[src/rtl/adc_capture_fifo.sv]
// ADC capture channel: averages 2^AVG_LOG2 strobed samples per result and
// queues results in a show-ahead FIFO with a sticky overflow flag.
module adc_capture_fifo #(
    parameter int DATA_WIDTH = 8,
    parameter int DEPTH      = 16,
    parameter int AVG_LOG2   = 2
) (
    input  logic                       clk,
    input  logic                       reset,
    input  logic                       en,
    input  logic                       sample_strobe,
    input  logic [DATA_WIDTH-1:0]      ADC_code,
    input  logic                       clear,
    input  logic                       rd_en,
    output logic [DATA_WIDTH-1:0]      data_out,
    output logic                       data_valid,
    output logic [$clog2(DEPTH):0]     count,
    output logic                       overflow
);
    localparam int PW    = $clog2(DEPTH);
    localparam int CNTW  = PW + 1;
    localparam int AW    = DATA_WIDTH + AVG_LOG2;
    localparam int CW    = (AVG_LOG2 > 0) ? AVG_LOG2 : 1;
    localparam int GROUP = 1 << AVG_LOG2;

    logic [AW-1:0]         acc_q, acc_d, sum;
    logic [CW-1:0]         cnt_q, cnt_d;
    logic [PW-1:0]         rd_ptr_q, rd_ptr_d, wr_ptr_q, wr_ptr_d, nxt_rd;
    logic [CNTW-1:0]       count_q, count_d;
    logic [DATA_WIDTH-1:0] dout_q, dout_d, wdata;
    logic                  ovf_q, ovf_d;
    logic [DATA_WIDTH-1:0] mem [DEPTH];

    logic accept, last, push, pop, push_ok, empty, full;

    assign accept  = en && sample_strobe && !clear;
    assign last    = (cnt_q == CW'(GROUP - 1));
    assign sum     = acc_q + AW'(ADC_code);
    assign wdata   = DATA_WIDTH'(sum >> AVG_LOG2);
    assign push    = accept && last;
    assign empty   = (count_q == '0);
    assign full    = (count_q == CNTW'(DEPTH));
    assign pop     = rd_en && !empty && !clear;
    assign push_ok = push && (!full || pop);
    assign nxt_rd  = rd_ptr_q + PW'(1);

    always_comb begin
        acc_d    = acc_q;
        cnt_d    = cnt_q;
        rd_ptr_d = rd_ptr_q;
        wr_ptr_d = wr_ptr_q;
        count_d  = count_q;
        dout_d   = dout_q;
        ovf_d    = ovf_q;
        if (clear) begin
            acc_d    = '0;
            cnt_d    = '0;
            rd_ptr_d = '0;
            wr_ptr_d = '0;
            count_d  = '0;
            ovf_d    = 1'b0;
        end else begin
            // Leaving capture discards any partial group.
            if (!en) begin
                acc_d = '0;
                cnt_d = '0;
            end else if (sample_strobe) begin
                acc_d = last ? '0 : sum;
                cnt_d = last ? '0 : cnt_q + CW'(1);
            end
            if (push && full && !pop)
                ovf_d = 1'b1;
            if (push_ok)
                wr_ptr_d = wr_ptr_q + PW'(1);
            if (pop)
                rd_ptr_d = nxt_rd;
            count_d = count_q + CNTW'(push_ok) - CNTW'(pop);
            // Head register follows the entry that becomes the new head.
            if (pop && count_q > CNTW'(1))
                dout_d = mem[nxt_rd];
            else if (push_ok && (empty || pop))
                dout_d = wdata;
        end
    end

    always_ff @(posedge clk or posedge reset) begin
        if (reset) begin
            acc_q    <= '0;
            cnt_q    <= '0;
            rd_ptr_q <= '0;
            wr_ptr_q <= '0;
            count_q  <= '0;
            dout_q   <= '0;
            ovf_q    <= 1'b0;
        end else begin
            acc_q    <= acc_d;
            cnt_q    <= cnt_d;
            rd_ptr_q <= rd_ptr_d;
            wr_ptr_q <= wr_ptr_d;
            count_q  <= count_d;
            dout_q   <= dout_d;
            ovf_q    <= ovf_d;
        end
    end

    always_ff @(posedge clk) begin
        if (push_ok && !clear)
            mem[wr_ptr_q] <= wdata;
    end

    assign data_out   = dout_q;
    assign data_valid = !empty;
    assign count      = count_q;
    assign overflow   = ovf_q;
endmodule
[config.mk]
export PLATFORM = sky130hd
export DESIGN_NAME = adc_capture_fifo
export DESIGN_NICKNAME = d
export VERILOG_FILES = /design/src/rtl/adc_capture_fifo.sv
export SDC_FILE = /design/constraint.sdc
export NUM_CORES = 1
export LEC_CHECK = 0
export ABC_AREA = 1
export BUFFER_PORTS_ARGS = -buffer_cell sky130_fd_sc_hd__buf_2
export CAP_MARGIN = 20
export CELL_PAD_IN_SITES_DETAIL_PLACEMENT = 0
export CELL_PAD_IN_SITES_GLOBAL_PLACEMENT = 2
export CORE_ASPECT_RATIO = 2
export CORE_MARGIN = 3
export CORE_UTILIZATION = 44
export CTS_CLUSTER_SIZE = 16
export DETAILED_ROUTE_END_ITERATION = 10
export MAX_ROUTING_LAYER = met4
export PLACE_DENSITY = 0.88
export REMOVE_ABC_BUFFERS = 1
export SYNTH_ARGS = -nofsm -noshare
export SYNTH_HDL_FRONTEND = slang
export SYNTH_SLANG_ARGS = --single-unit
[constraint.sdc]
create_clock -name clk -period 5.3 [get_ports clk]
set_input_delay 1.06 -clock clk [delete_from_list [all_inputs] [get_ports clk]]
set_output_delay 1.06 -clock clk [all_outputs]
set_load 0.05 [all_outputs]
==> flow_summary.yaml, run 1 <==
timing:
  fin_tns_setup_ns: 0
  finalHoldViolCount: 0
  finalSetupViolations: 0
  max_slew.worst_pin.slew_ns: 0.998
  rsz0062_at_grt: "no"
  final-max-slew-violation-count: 0
  finalCritPeriodShare: 0.590
  slew_headroom: 0.330
  worst_slack_ns: 2.17
  clock-skew-final_ns: 0.00832
  fmax_ghz: 0.320
  period_needed_ns: 3.13
drt:
  wire_per_inst_um: 19.6
  drc: 0
  ant_nets: 0
  avgViaCountPerCell: 5.33
  drt_iter0_markers: 332
  first_pass_iters: 5
  num_vias: 5302
  wl_um: 19500
grt:
  grt_pass1_wl_um: 30400
  grtUsageMet1: 0.224
  grt_max_degree: 67
  grt.total_usage: 0.224
  met2_usage: 0.425
  grt_overflow_total: 0
  antenna_found_initial: 0
  gr-usage-met3: 0.0304
  grt_pass1_vias: 5454
  grt.busiest_layer: "met2"
synth:
  synthSimpleGateAreaFrac: 0.206
  synth_top_area_frac: 0.514
  yosys-top-cells-area: "edfxtp_1 (51%), dfrtp_1 (11%), nand2_1 (7.9%)"
  synth_top_family_by_area: "simple AND/OR/NAND/NOR gates"
  yosys.area.top_type: "edfxtp_1"
  synth_xor_area_frac: 0.0124
  synth-edff-count: 128
  synth_seq_area_share: 0.628
  synth.mux.area_fraction: 0
  ys_warn_count: 0
  synth-main-ff-cell: "edfxtp_1"
  yosysMostFrequentCell: "nand2_1"
  synth_seq_cells: 162
  synth_compound_area_frac: 0.0603
  yosysUniqueCellTypes: 37
  syn_avg_cell_area_um2: 10.2
  syn_area_mm2: 0.00747
  yosys-top-cells-count: "nand2_1 (158), edfxtp_1 (128), nor2_1 (96)"
  synthArstFlopShare: 0.210
  synthAdderAreaFrac: 0.0422
  synthCells: 736
place:
  io_buffers: 28
  pre_cts_slack_ns: 1.73
  gp_congestion: 0.876
  dp_hpwl_um: 13700
setup_path:
  cpPeakStageDelay_ns: 0.41
  cp_top_family: "adder cells"
  cp.arrival_ns: 3.48
  crit_fanout: 21
  critical_path_required_ns: 5.66
  path_cells: "buf_2 > inv_2 > nand3_1 > nor2_1 > nand2_1 > buf_4 > ha_1 > inv_1 > ha_1 > fa_1 > a21oi_1 > o21ba_2 > o21ai_0 > a21oi_1"
  critPathKind: "input pin to flip-flop"
  critPathSlowestCell: "fa_1"
  crit_buf_inv: 4
  critPathCaptureType: "flip-flop"
  crit_path_start_kind: "input pin"
floorplan:
  io_pins: 29
  start_util: 0.455
  coreArea_mm2: 0.0164
  die_h_um: 190
  fp.dieW_um: 98.2
  die-area_mm2: 0.0187
  num_rows: 66
outcome:
  status: "finished, final reports clean"
clock_network:
  cts.clk_slew.worst_paths_ns: 0.06
  cts_tree: "done"
  cts_buffers: 17
  ctsHoldBuffers: 0
  h-tree-depth: 4
  clockBufferDepth: 2
  clk_latency_ns: 0.43
  cts_root_buffer: "clkbuf_16"
  cts_setup_buffers: 0
  cts_resized: 0
  clkSinkCount: 162
power_and_ir_drop:
  p_leak_nw: 3.53
  power_density_mw_per_mm2: 464
  peakVddDrop_v: 0.000306
min_path:
  hold_path_class: "flip-flop to flip-flop"
job:
  cap_violations: 0
layout:
  syn_to_final_growth_pct: 13.9
  nNetsFinal: 816
  antennaDiodeCount: 0
  layout-drive-gt1-share: 0.125
==> routing by layer <==
metal,wire [um],vias to the layer above
met5,0,-
met4,708,0
met3,622,44
met2,11200,132
met1,6980,2555
li1,-,2571
==> state kept, by name, indices dropped and copies added, names as in the netlist <==
name / flops
wr_ptr_q: 4
count: 5
acc_q: 10
data_out: 8
rd_ptr_q: 4
overflow: 1
mem: 128
cnt_q: 2
==> path summary, 6_finish.rpt <==
kind	cells past startpoint	slack [ns]	to	from
worst max register to register	17	2.22	count[4]	count[2]
worst min-delay path	2	0.48	data_out[1]	data_out[1]
max in group asynchronous	3	4.21	rd_ptr_q[0]	reset
min in group asynchronous	3	0.74	count[0]	reset
worst max-delay path	14	2.17	count[4]	clear
worst min register to register	2	0.48	data_out[1]	data_out[1]
==> worst min-delay path, delay by kind of cell, from the launching register on <==
kind / cells / cell delay [ns]
DFF: 1 / 0.35
and+or+nand+nor: 2 / 0.10
==> power breakdown <==
part           internal, W  switching, W  leakage [nW]  total [W]
combinational     0.000313      0.000890          1.63    0.00120
clock             0.000746      0.000517         0.284    0.00126
sequential         0.00144     0.0000412          1.62    0.00149
total              0.00250       0.00145          3.53    0.00395
==> stage by stage <==
stage               total power, W  utilization  cells  hold slack (ns)  cell area, um^2
global route               0.00415        0.518    995            0.517             8520
finish                     0.00395        0.518    995            0.484             8520
global placement           0.00271        0.474    947            0.465             7790
floorplan                  0.00230            -    710            0.453             7350
detailed placement         0.00271        0.478    958            0.476             7860
CTS                        0.00397        0.516    990            0.489             8470
==> final cells by class <==
class / count / area, um^2
tap: 204 / 255
fill: 1490 / 7920
multi-input combinational: 480 / 2410
timing repair buffer: 49 / 290
clock buffer: 17 / 425
sequential: 162 / 4700
clock inverter: 15 / 184
inverter: 68 / 255
==> kinds of logic after synthesis <==
logic type	count (synthesis)
compound gates	83
fa+ha+maj	24
flops	162
xor+xnor	8
buf+inv	94
simple gates	365
==> placed cells by master (no fill, tap or decap), types with 2 or more instances in the layout <==
| master | synthesis | layout |
|---|---|---|
| a21oi_1 | 7 | 7 |
| a22o_1 | 2 | 2 |
| and2_1 | 2 | 2 |
| buf_2 | 14 | 36 |
| buf_4 | 1 | 10 |
| bufinv_16 | 0 | 3 |
| clkbuf_16 | 0 | 17 |
| clkbuf_4 | 0 | 2 |
| clkinv_2 | 0 | 2 |
| clkinv_4 | 0 | 2 |
| clkinvlp_4 | 0 | 5 |
| dfrtp_1 | 34 | 33 |
| edfxtp_1 | 128 | 128 |
| fa_1 | 2 | 2 |
| ha_1 | 22 | 22 |
| inv_1 | 61 | 61 |
| inv_2 | 6 | 6 |
| inv_6 | 0 | 2 |
| nand2_1 | 158 | 158 |
| nand3_1 | 86 | 86 |
| nand4_1 | 3 | 3 |
| nor2_1 | 96 | 96 |
| nor3_1 | 15 | 14 |
| nor3_2 | 1 | 2 |
| o211ai_1 | 5 | 5 |
| o21ai_0 | 49 | 49 |
| o21ai_1 | 14 | 14 |
| o22ai_1 | 2 | 2 |
| xor2_1 | 4 | 3 |
| xor2_2 | 2 | 3 |
(Power assumes the default switching activity.)
==> run 2, diff against run 1 <==
--- a/config.mk
+++ b/config.mk
@@ -5,18 +5,18 @@
 export SDC_FILE = /design/constraint.sdc
 export NUM_CORES = 1
 export LEC_CHECK = 0
-export ABC_AREA = 1
+export ABC_AREA = 0
 export BUFFER_PORTS_ARGS = -buffer_cell sky130_fd_sc_hd__buf_2
 export CAP_MARGIN = 20
 export CELL_PAD_IN_SITES_DETAIL_PLACEMENT = 0
 export CELL_PAD_IN_SITES_GLOBAL_PLACEMENT = 2
 export CORE_ASPECT_RATIO = 2
 export CORE_MARGIN = 3
-export CORE_UTILIZATION = 44
+export CORE_UTILIZATION = 42
 export CTS_CLUSTER_SIZE = 16
 export DETAILED_ROUTE_END_ITERATION = 10
 export MAX_ROUTING_LAYER = met4
-export PLACE_DENSITY = 0.88
+export PLACE_DENSITY = 0.79
 export REMOVE_ABC_BUFFERS = 1
 export SYNTH_ARGS = -nofsm -noshare
 export SYNTH_HDL_FRONTEND = slang
==> constraint.sdc (replaced) <==
create_clock -name clk -period 2.6 [get_ports clk]
set_input_delay 0.52 -clock clk [delete_from_list [all_inputs] [get_ports clk]]
set_output_delay 0.52 -clock clk [all_outputs]
set_load 0.05 [all_outputs]
==> run 2 against run 1 <==
Compared with the run above:
- non-clock buffer count increased by 43
- clock power increased by 95%
- die area increased by 1.1%
- critical path type is now flip-flop to flip-flop
- sequential power up 100%
- register-to-register slack worse by 2.3 ns
- the run now ends with setup timing left
- worst setup slack worse by 2.2 ns
- via count is 21% lower
- hold slack got worse by 0.33 ns
- critical endpoint unchanged
- synthesized area shrank 3.4%
- routed wire length fell by 17%
==> flow_summary.yaml, run 2 <==
floorplan:
  die-area_mm2: 0.0189
  fp.dieW_um: 98.7
  die_h_um: 191
  num_rows: 67
  start_util: 0.428
  coreArea_mm2: 0.0168
  io_pins: 29
drt:
  first_pass_iters: 4
  num_vias: 4194
  drt_iter0_markers: 189
  avgViaCountPerCell: 5.54
  wire_per_inst_um: 21.2
  wl_um: 16100
  ant_nets: 0
  drc: 0
clock_network:
  ctsHoldBuffers: 0
  cts.clk_slew.worst_paths_ns: 0.07
  clockBufferDepth: 2
  clkSinkCount: 162
  cts_root_buffer: "clkbuf_16"
  h-tree-depth: 4
  clk_latency_ns: 0.42
  cts_tree: "done"
  cts_buffers: 17
setup_path:
  crit_fanout: 2
  cp_common_cell: "a21oi_2"
  crit_buf_inv: 3
  critPathKind: "flip-flop to flip-flop"
  cpPeakStageDelay_ns: 0.40
  path_cells: "inv_2 > ha_4 > nor3b_4 > buf_6 > a21oi_2 > ha_1 > inv_2 > ha_4 > fa_2 > a21oi_2 > nor2_2 > or3_4 > a21oi_2"
  crit_path_start_kind: "flip-flop"
  path_depth: 13
  rr_worst_depth: 13
  critPathCaptureType: "flip-flop"
  critPathSlowestCell: "dfrtp_1"
  cp_top_family: "adder cells"
  cp.arrival_ns: 3.01
  critical_path_required_ns: 2.95
timing:
  period_needed_ns: 2.66
  slew_headroom: 0.598
  rsz0062_at_grt: "yes"
  max_slew.worst_pin.slew_ns: 0.602
  fmax_ghz: 0.375
  final-max-slew-violation-count: 0
  finalSetupViolations: 1
  worst_slack_ns: -0.0631
  clock-skew-final_ns: 0.00798
  finalCritPeriodShare: 1.02
  finalHoldViolCount: 0
  fin_tns_setup_ns: -0.0631
place:
  pre_cts_slack_ns: -0.258
  post-place-cells: 715
  io_buffers: 28
  gp_congestion: 0.799
  dp_hpwl_um: 11200
synth:
  syn_avg_cell_area_um2: 16.3
  synth_top_family_by_area: "multiplexers"
  yosysUniqueCellTypes: 61
  syn_area_mm2: 0.00722
  yosysMostFrequentCell: "edfxtp_1"
  yosys-top-cells-count: "edfxtp_1 (128), dfrtp_1 (34), mux4_2 (32)"
  synthCells: 444
  synth-main-ff-cell: "edfxtp_1"
  synthArstFlopShare: 0.210
  synth_xor_area_frac: 0.0168
  yosys-top-cells-area: "edfxtp_1 (53%), dfrtp_1 (12%), mux4_2 (10%)"
  synth_seq_area_share: 0.650
  synth.mux.area_fraction: 0.132
  synth_top_area_frac: 0.532
  synthSimpleGateAreaFrac: 0.0648
  synthAdderAreaFrac: 0.0437
  ys_warn_count: 0
  synth_compound_area_frac: 0.0636
  synth-edff-count: 128
  synth_seq_cells: 162
  yosys.area.top_type: "edfxtp_1"
layout:
  layout-drive-gt1-share: 0.345
  mostFrequentLayoutCells: "edfxtp_1 (128), buf_4 (56), dfrtp_1 (33)"
  nNetsFinal: 575
  final_cells: 757
  fin_util: 0.519
  syn_to_final_growth_pct: 21.2
  regMostFlops: "mem"
  layout_commonest_cell: "edfxtp_1"
  antennaDiodeCount: 0
  largest_reg_flops: 128
min_path:
  hold_path_class: "input pin to asynchronous set/reset pin"
grt:
  grt_pass1_wl_um: 25200
  grt.busiest_layer: "met2"
  grtUsageMet1: 0.171
  grt.total_usage: 0.187
  grt_pass1_vias: 4672
  gr-usage-met3: 0.0314
  antenna_found_initial: 0
  grt_overflow_total: 0
  grt_max_degree: 35
  met2_usage: 0.364
power_and_ir_drop:
  power_frac_comb: 0.304
  switching_share: 0.311
  p_sw_w: 0.00245
  clockPowerShare: 0.313
  intPower_w: 0.00541
  power_w: 0.00786
  peakVddDrop_v: 0.000587
  share_seq_of_total_power: 0.384
  power_density_mw_per_mm2: 898
  p_leak_nw: 3.21
job:
  cap_violations: 0
outcome:
  status: "finished with violations"
  violations: "setup timing"
[run 2: cell count changes after synthesis, sizes merged, moves of 10 or more]
cell	before	now
mux2i	0	19
inv	67	23
nand3	87	4
mux4	0	32
nor2	97	23
o21ai	63	17
a22o	2	13
a21oi	7	17
nand2	159	12
nor3	16	4
[run 2: final cells by class]
type	instances	area, um^2
Inverter	23	86.3
Sequential cell	162	4700
Clock inverter	15	160
Tap cell	207	259
Multi-Input combinational cell	241	2430
Timing Repair Buffer	92	694
Fill cell	1383	8100
Clock buffer	17	425
[run 2: worst reg2reg max path: cells and delay by family, from the launching register on]
family | cells | cell delay [ns]
compound gates | 3 | 0.35
fa+ha+maj | 4 | 0.96
buf+inv | 3 | 0.27
flops | 1 | 0.40
simple gates | 3 | 0.62
[run 2: repair_timing]
action / 4_1_cts / 5_1_grt
setup buffers: 11 / 2
pin swaps: 3 / 6
setup endpoints to repair: 1 / 68
resized for setup: 17 / 11
[run 2: logic make-up (layout without fill, tap and decap cells)]
| kind of cell | count (synthesis) | in the layout |
|---|---|---|
| AO/OA/AOI/OAI | 67 | 67 |
| adder cells (fa/ha/maj) | 24 | 24 |
| XOR/XNOR | 13 | 13 |
| AND/OR/NAND/NOR | 82 | 82 |
| flip-flops | 162 | 162 |
| buffers and inverters | 41 | 147 |
| multiplexers | 55 | 55 |
[run 2: worst paths after layout]
check | startpoint | to | slack (ns)
worst min register to register | acc_q[6] | acc_q[6] | 0.51
worst max register to register | count[3] | count[4] | -0.06
min in group clk | clear | rd_ptr_q[1] | 0.42
max in group asynchronous | reset | acc_q[4] | 1.70
worst max-delay path | count[3] | count[4] | -0.06
worst min-delay path | reset | rd_ptr_q[3] | 0.15
[run 2: through the flow]
stage / area [um^2] / hold WS, ns
detailed placement: 7960 / 0.497
global route: 8750 / 0.196
floorplan: 7100 / 0.463
finish: 8750 / 0.154
CTS: 8700 / 0.162
global placement: 7960 / 0.492
[run 2: metal layers]
| layer | vias up | part of all wire |
|---|---|---|
| met3 | 40 | 0.022 |
| met1 | 2152 | 0.35 |
| met5 | - | 0 |
| met4 | 0 | 0.039 |
| li1 | 1920 | - |
| met2 | 82 | 0.59 |
[run 2: power groups by stage]
stage	combinational, W	sequential, W	clock, W
4_1_cts	0.00236	0.00302	0.00251
3_5_place_dp	0.00227	0.00306	0
5_1_grt	0.00255	0.00303	0.00261
3_3_place_gp	0.00224	0.00306	0
6_report	0.00239	0.00302	0.00246
2_1_floorplan	0.00116	0.00343	0
